==> src/rtl/alu_iter.sv <==
// Iterative 32-bit ALU with valid/ready handshakes; SLL and CTZ run multi-cycle.
// Define ALU_ITER_FAST_SHIFT_EN to make SLL a single-cycle operation.
module alu_iter #(
   parameter int WIDTH = 32
) (
   input  logic             clk,
   input  logic             rst,
   input  logic             in_valid,
   output logic             in_ready,
   input  logic [3:0]       alu_ctl,
   input  logic [WIDTH-1:0] op_a,
   input  logic [WIDTH-1:0] op_b,
   output logic             out_valid,
   input  logic             out_ready,
   output logic [WIDTH-1:0] result,
   output logic             zero
);

   localparam logic [3:0] OP_AND = 4'b0000;
   localparam logic [3:0] OP_OR  = 4'b0001;
   localparam logic [3:0] OP_ADD = 4'b0010;
   localparam logic [3:0] OP_SUB = 4'b0110;
   localparam logic [3:0] OP_SLT = 4'b0111;
   localparam logic [3:0] OP_SLL = 4'b1000;
   localparam logic [3:0] OP_CTZ = 4'b1010;

   typedef enum logic [1:0] {
      IDLE = 2'd0,
      BUSY = 2'd1,
      DONE = 2'd2
   } state_t;

   state_t           state, state_n;
   logic [5:0]       count, count_n;
   logic [WIDTH-1:0] shadow, shadow_n;
   logic [WIDTH-1:0] res_q, res_n;
   logic [4:0]       shamt, shamt_n;
   logic             is_ctz, is_ctz_n;
   logic             iter_op;

   function automatic logic [WIDTH-1:0] comb_op(
      input logic [3:0]       ctl,
      input logic [WIDTH-1:0] a,
      input logic [WIDTH-1:0] b
   );
      logic [WIDTH-1:0] r;
      r = '0;
      case (ctl)
         OP_ADD: r = a + b;
         OP_SUB: r = a - b;
         OP_SLT: r = {{(WIDTH-1){1'b0}}, ($signed(a) < $signed(b))};
         OP_OR:  r = a | b;
         OP_AND: r = a & b;
`ifdef ALU_ITER_FAST_SHIFT_EN
         OP_SLL: r = a << b[4:0];
`endif
         default: r = '0;
      endcase
      return r;
   endfunction

   // Which opcodes take the iterative BUSY path in this build
`ifdef ALU_ITER_FAST_SHIFT_EN
   assign iter_op = (alu_ctl == OP_CTZ);
`else
   assign iter_op = (alu_ctl == OP_CTZ) || (alu_ctl == OP_SLL);
`endif

   // Next-state and datapath update; every register holds unless changed
   always_comb begin
      state_n  = state;
      count_n  = count;
      shadow_n = shadow;
      res_n    = res_q;
      shamt_n  = shamt;
      is_ctz_n = is_ctz;
      case (state)
         IDLE: begin
            if (in_valid) begin
               if (iter_op) begin
                  state_n  = BUSY;
                  count_n  = '0;
                  shadow_n = op_a;
                  shamt_n  = op_b[4:0];
                  is_ctz_n = (alu_ctl == OP_CTZ);
               end else begin
                  state_n = DONE;
                  res_n   = comb_op(alu_ctl, op_a, op_b);
               end
            end
         end
         BUSY: begin
            if (is_ctz) begin
               if (shadow[0] || count == 6'd32) begin
                  state_n = DONE;
                  res_n   = {{(WIDTH-6){1'b0}}, count};
               end else begin
                  shadow_n = shadow >> 1;
                  count_n  = count + 6'd1;
               end
            end else begin
               if (count == {1'b0, shamt}) begin
                  state_n = DONE;
                  res_n   = shadow;
               end else begin
                  shadow_n = shadow << 1;
                  count_n  = count + 6'd1;
               end
            end
         end
         DONE: begin
            if (out_ready) state_n = IDLE;
         end
         default: state_n = IDLE;
      endcase
   end

   // State and datapath registers with synchronous reset
   always_ff @(posedge clk) begin
      if (rst) begin
         state  <= IDLE;
         count  <= '0;
         shadow <= '0;
         res_q  <= '0;
         shamt  <= '0;
         is_ctz <= 1'b0;
      end else begin
         state  <= state_n;
         count  <= count_n;
         shadow <= shadow_n;
         res_q  <= res_n;
         shamt  <= shamt_n;
         is_ctz <= is_ctz_n;
      end
   end

   assign in_ready  = (state == IDLE);
   assign out_valid = (state == DONE);
   assign result    = res_q;
   assign zero      = (res_q == '0);

endmodule

==> config.mk <==
export PLATFORM = sky130hd
export DESIGN_NAME = alu_iter
export DESIGN_NICKNAME = d
export VERILOG_FILES = /design/src/rtl/alu_iter.sv
export SDC_FILE = /design/constraint.sdc
export NUM_CORES = 1
export LEC_CHECK = 0
export BUFFER_PORTS_ARGS = -buffer_cell sky130_fd_sc_hd__buf_4
export CAP_MARGIN = 15
export CORE_MARGIN = 1.5
export CORE_UTILIZATION = 58
export CTS_BUF_LIST = sky130_fd_sc_hd__clkbuf_2 sky130_fd_sc_hd__clkbuf_4 sky130_fd_sc_hd__clkbuf_8
export CTS_CLUSTER_SIZE = 20
export DETAILED_ROUTE_END_ITERATION = 6
export MAX_ROUTING_LAYER = met4
export PLACE_DENSITY = 0.79
export SYNTH_ARGS = -nofsm -noshare
export SYNTH_HDL_FRONTEND = slang
export SYNTH_SLANG_ARGS = --single-unit
==> constraint.sdc <==
create_clock -name clk -period 4.2 [get_ports clk]
set_input_delay 0.84 -clock clk [delete_from_list [all_inputs] [get_ports clk]]
set_output_delay 0.84 -clock clk [all_outputs]
set_load 0.01 [all_outputs]
[After elaboration in Yosys (flattened, before gate mapping)]
Index checks and enable logic that the tools add are counted.
Word-level totals
  bits in registers: 78
  input port bits: 72
  word-level logic and storage cells: 66
Operators by class
  add/subtract/negate cells: 3
  $lt $le $gt $ge: 1
  equal/unequal tests: 18
  multiplexer cells: 26
  bitwise gates (word level): 2
  reduce and logical (&&, ||, !) cells: 10
Operators with widths (number)
  two-way mux 32 bit: 10
  one-hot mux 32 bit (5 select lines): 1
  one-hot mux 32 bit (2 select lines): 2
  adder 32 bit: 1
  AND 32 bit: 1
  zero test 32 bit: 1
  less-than comparator 32 bit: 1
  OR 32 bit: 1
  subtractor 32 bit: 1
  two-way mux 6 bit: 5
  two-way mux 2 bit: 6
  != test 3 bit, second input constant: 4
  one-hot mux 6 bit (2 select lines): 1
  AND reduction 5 bit: 2
  == test 4 x 3 -> 1 bit, second input constant: 2
  == test 4 bit, second input constant: 2
  adder 6 x 1 -> 6 bit, second input constant: 1
  == test 6 x 5 -> 1 bit: 1
  == test 6 bit, second input constant: 1
  one-hot mux 2 bit (3 select lines): 1
  == test 4 x 1 -> 1 bit, second input constant: 1
  == test 4 x 2 -> 1 bit, second input constant: 1
  zero test 4 bit: 1
  != test 2 x 1 -> 1 bit, second input constant: 2
  8 further kinds: 10

[Longest topological paths before layout]
  word-level depth: 5
  depth in mapped cells: 12

[Worst setup path after synthesis]
OpenSTA, ideal clock, no wires.
  kind: input-to-reg
  start: in op_a[0]
  end: reg res_q[26], in the netlist result[26]
  arrival time: 3263 ps
  required time: 4141 ps
  slack: 878 ps
  stages: 12
  path buffers: 0
  cell sequence: inv_1 > ha_1 > inv_1 > fa_1 > nor2b_1 > o211ai_1 > a2111oi_4 > o211ai_2 > a31oi_1 > or4b_1 > a311oi_1 > o31a_1
Between the ends
  word-level cells in the longest chain between the ends: 5
RTL lines
  start, declared: line 11  | input logic [WIDTH-1:0] op_a,
  subtractor 32 bit / adder 32 bit (equally long branches): line 50, 49
  one-hot mux 32 bit (5 select lines) *: line 48  | case (ctl)
  two-way mux 32 bit *: line 80  | if (iter_op) begin
  two-way mux 32 bit *: line 79  | if (in_valid) begin
  one-hot mux 32 bit (2 select lines) *: line 77  | case (state)
  end signal, assigned: line 131  | res_q <= res_n;
  end, declared: line 36  | logic [WIDTH-1:0] res_q, res_n;
Every way passes the cells marked *; elsewhere a longest branch is shown, timed or not. The select of a mux whose other input is x is not followed.
A chain may end at the register's enable or synchronous reset.

[Final worst setup path]
  start: in op_a[0]
  end: reg res_q[28], in the netlist result[28]
Same word-level chain as after synthesis.

==> metrics.txt <==
status complete, no violations; commonest cells in the netlist nor2_1 (183), a21oi_1 (135), ha_1 (105), inv_1 (100), dfxtp_1 (78); WL final 31.6 mm; Power Density 230 nW/um2; first-pass GRT wire length 49.5 mm; utilization of the core after routing 0.674; number of global-route vias before repair 9,169; Async S/R FF share, synth 0; skew final 8.89 ps; Max IR drop VDD 0.000184 V; PnR worst setup slack 712 ps; die height 129 um; GRT Total Usage 0.392; DP Wirelength 23.6 mm; core area 15,400 um2; grt total ovfl 0; FILL cells 1,407; DR pass1 iterations 6; Tcrit/Tclk final 0.830; cell taking the most area after synthesis dfxtp_1; Syn Area/Cell 7.17 um2; Clock Sinks 78; RD Place Congestion 1.05; H-tree levels 3; most used flip-flop cell after synthesis dfxtp_1; CTS tree yes; num rows 45; worst-path fanout max 4; Residual DRC 0; Final Power 2380 uW; Slew Limit Fails 0; initial antenna violation count 0; EDFF count, synth 0; Startpoint Class primary input; post-route ant nets 0; area share of the largest cell type after synthesis 0.169; nets 1,526; Required @ worst endpoint 4510 ps; setup tns final 0 ps; crit-path cells buf_4, inv_1, ha_1, inv_1, fa_1, nor2b_1, o211ai_1, a2111oi_4, o211ai_2, a31oi_1, a21boi_0, mux2i_1, a2111oi_2; Top Ports 107; dpl ws 398 ps; Rel. slew slack 0.283; worst slew pin tran 1070 ps; Buffers on Ports 106; WL per Instance 20.2 um; Post-Syn Area 9240 um2; fin crit period 3490 ps; root buf cell clkbuf_8; post-CTS sizing 0; Hold Violations, Final 0; top achievable clock speed 0.287 GHz; Hold WC Path Type reg2reg; area growth from synthesis to layout 12.2%; Crit. End Element register; Max Cap Viol 0; Crit path max-delay family compound AO/OA/AOI/OAI gates; CP max-delay cell a21boi_0; Mapped Cells 1,288; share of cells above drive strength 1 0.133; initial drt markers 1,017; Netlist cell types 85; Via Count 10,100; Finish-stage setup viols 0; most frequent cell after synthesis nor2_1; TritonCTS Buffers 9; Setup Buffers After CTS 0; largest net degree at the start of global routing 72; critical path class in2reg; top cells by area, synth dfxtp_1 (17%), ha_1 (14%), nor2_1 (7.4%); Yosys reg bits 78; CP arrival 3790 ps; Clock transition at path regs 100 ps; Vias/cell 6.46; Starting Density 0.601; DIE WIDTH 129 um; Layout Cells excl Fill 1,563; CP max stage delay 440 ps; Crit path top cell by count inv_1; ANT cells 0; placed cells 1,547; # hold bufs at CTS 0; later-pin clock latency in the skew report 400 ps; RSZ-0062 raised after global routing false; CTS Buffer Depth 2; die area 16,700 um2; post-synth net total 1,467; post-synthesis sequential area ratio 0.169; leak pwr 0.00429 uW; yosys warns 0; Critical path buffers and inverters 3
## kinds of logic after synthesis
kind of cell    count (synthesis)  synth area share
buf+inv                       188            0.0804
xor+xnor                       25            0.0237
compound gates                427             0.320
fa+ha+maj                     107             0.147
simple gates                  413             0.206
mux                            50            0.0544
flops                          78             0.169
## stage by stage
stage / instance area [um2] / hold WS (ps)
global placement: 10200 / 466
finish: 10400 / 491
floorplan: 9240 / 469
detailed placement: 10200 / 481
global route: 10400 / 510
CTS: 10400 / 493
## routing by layer
| metal | wire length, um | GRT usage |
|---|---|---|
| met5 | 0 | - |
| met4 | 1170 | 0.153 |
| met3 | 2810 | 0.0673 |
| met2 | 13800 | 0.585 |
| met1 | 13800 | 0.527 |
## sequential cells by signal (all words and copies together) (netlist names)
signal and flops:
shadow 32, is_ctz 1, shamt 5, state 2, result 32, count 6
## path summary, 6_finish.rpt
path	from	end	slack (ps)	depth (start not counted)
hold reg to reg	result[1]$_SDFFE_PP0P_	result[1]$_SDFFE_PP0P_	490	2
setup / recovery	op_a[0]	result[28]$_SDFFE_PP0P_	710	13
hold / removal	result[1]$_SDFFE_PP0P_	result[1]$_SDFFE_PP0P_	490	2
setup reg to reg	count[0]$_SDFFE_PP0P_	is_ctz$_SDFFE_PP0P_	1060	9
## power breakdown
group          switching [uW]  internal [uW]  total (uW)
clock                     363            221         584
combinational             608            377         985
sequential               40.2            770         811
total                    1010           1370        2380
## cells in the final DEF, fill, tap and decap left out, drive strengths merged, types with 9 or more instances in the layout
master and instances:
nor2 184, a21oi 135, buf 134, ha 105, inv 105, dfxtp 78, nand2 65, a211oi 60
o21ai 59, mux2i 48, nor3 44, nand3 27, xnor2 23, nor2b 20, nor4 17, a31oi 17
a221oi 14, o211ai 14, or3 12, a311oi 12, a21o 11, nand4 10, o21a 10, o21bai 9
clkbuf 9, o31ai 9
## layout make-up
cell class | instances | area, um2 | area share
clock inverter | 7 | 55.1 | 0.00531
clock buffer | 9 | 124 | 0.0120
inverter | 102 | 383 | 0.0369
timing repair buffer | 134 | 1010 | 0.0971
multi-input combinational | 1022 | 6970 | 0.673
sequential | 78 | 1560 | 0.151
tap | 211 | 264 | 0.0255
## worst register-to-register path, cell delays in order (launching register included)
cell and delay (ps):
dfxtp_1 450, inv_1 110, ha_1 210, and4b_1 160, o21ai_0 520, a32o_1 330, o31ai_4 90, nor2_1 820
mux2i_1 270, nor2_1 60
Power figures use the tool's default switching activity.
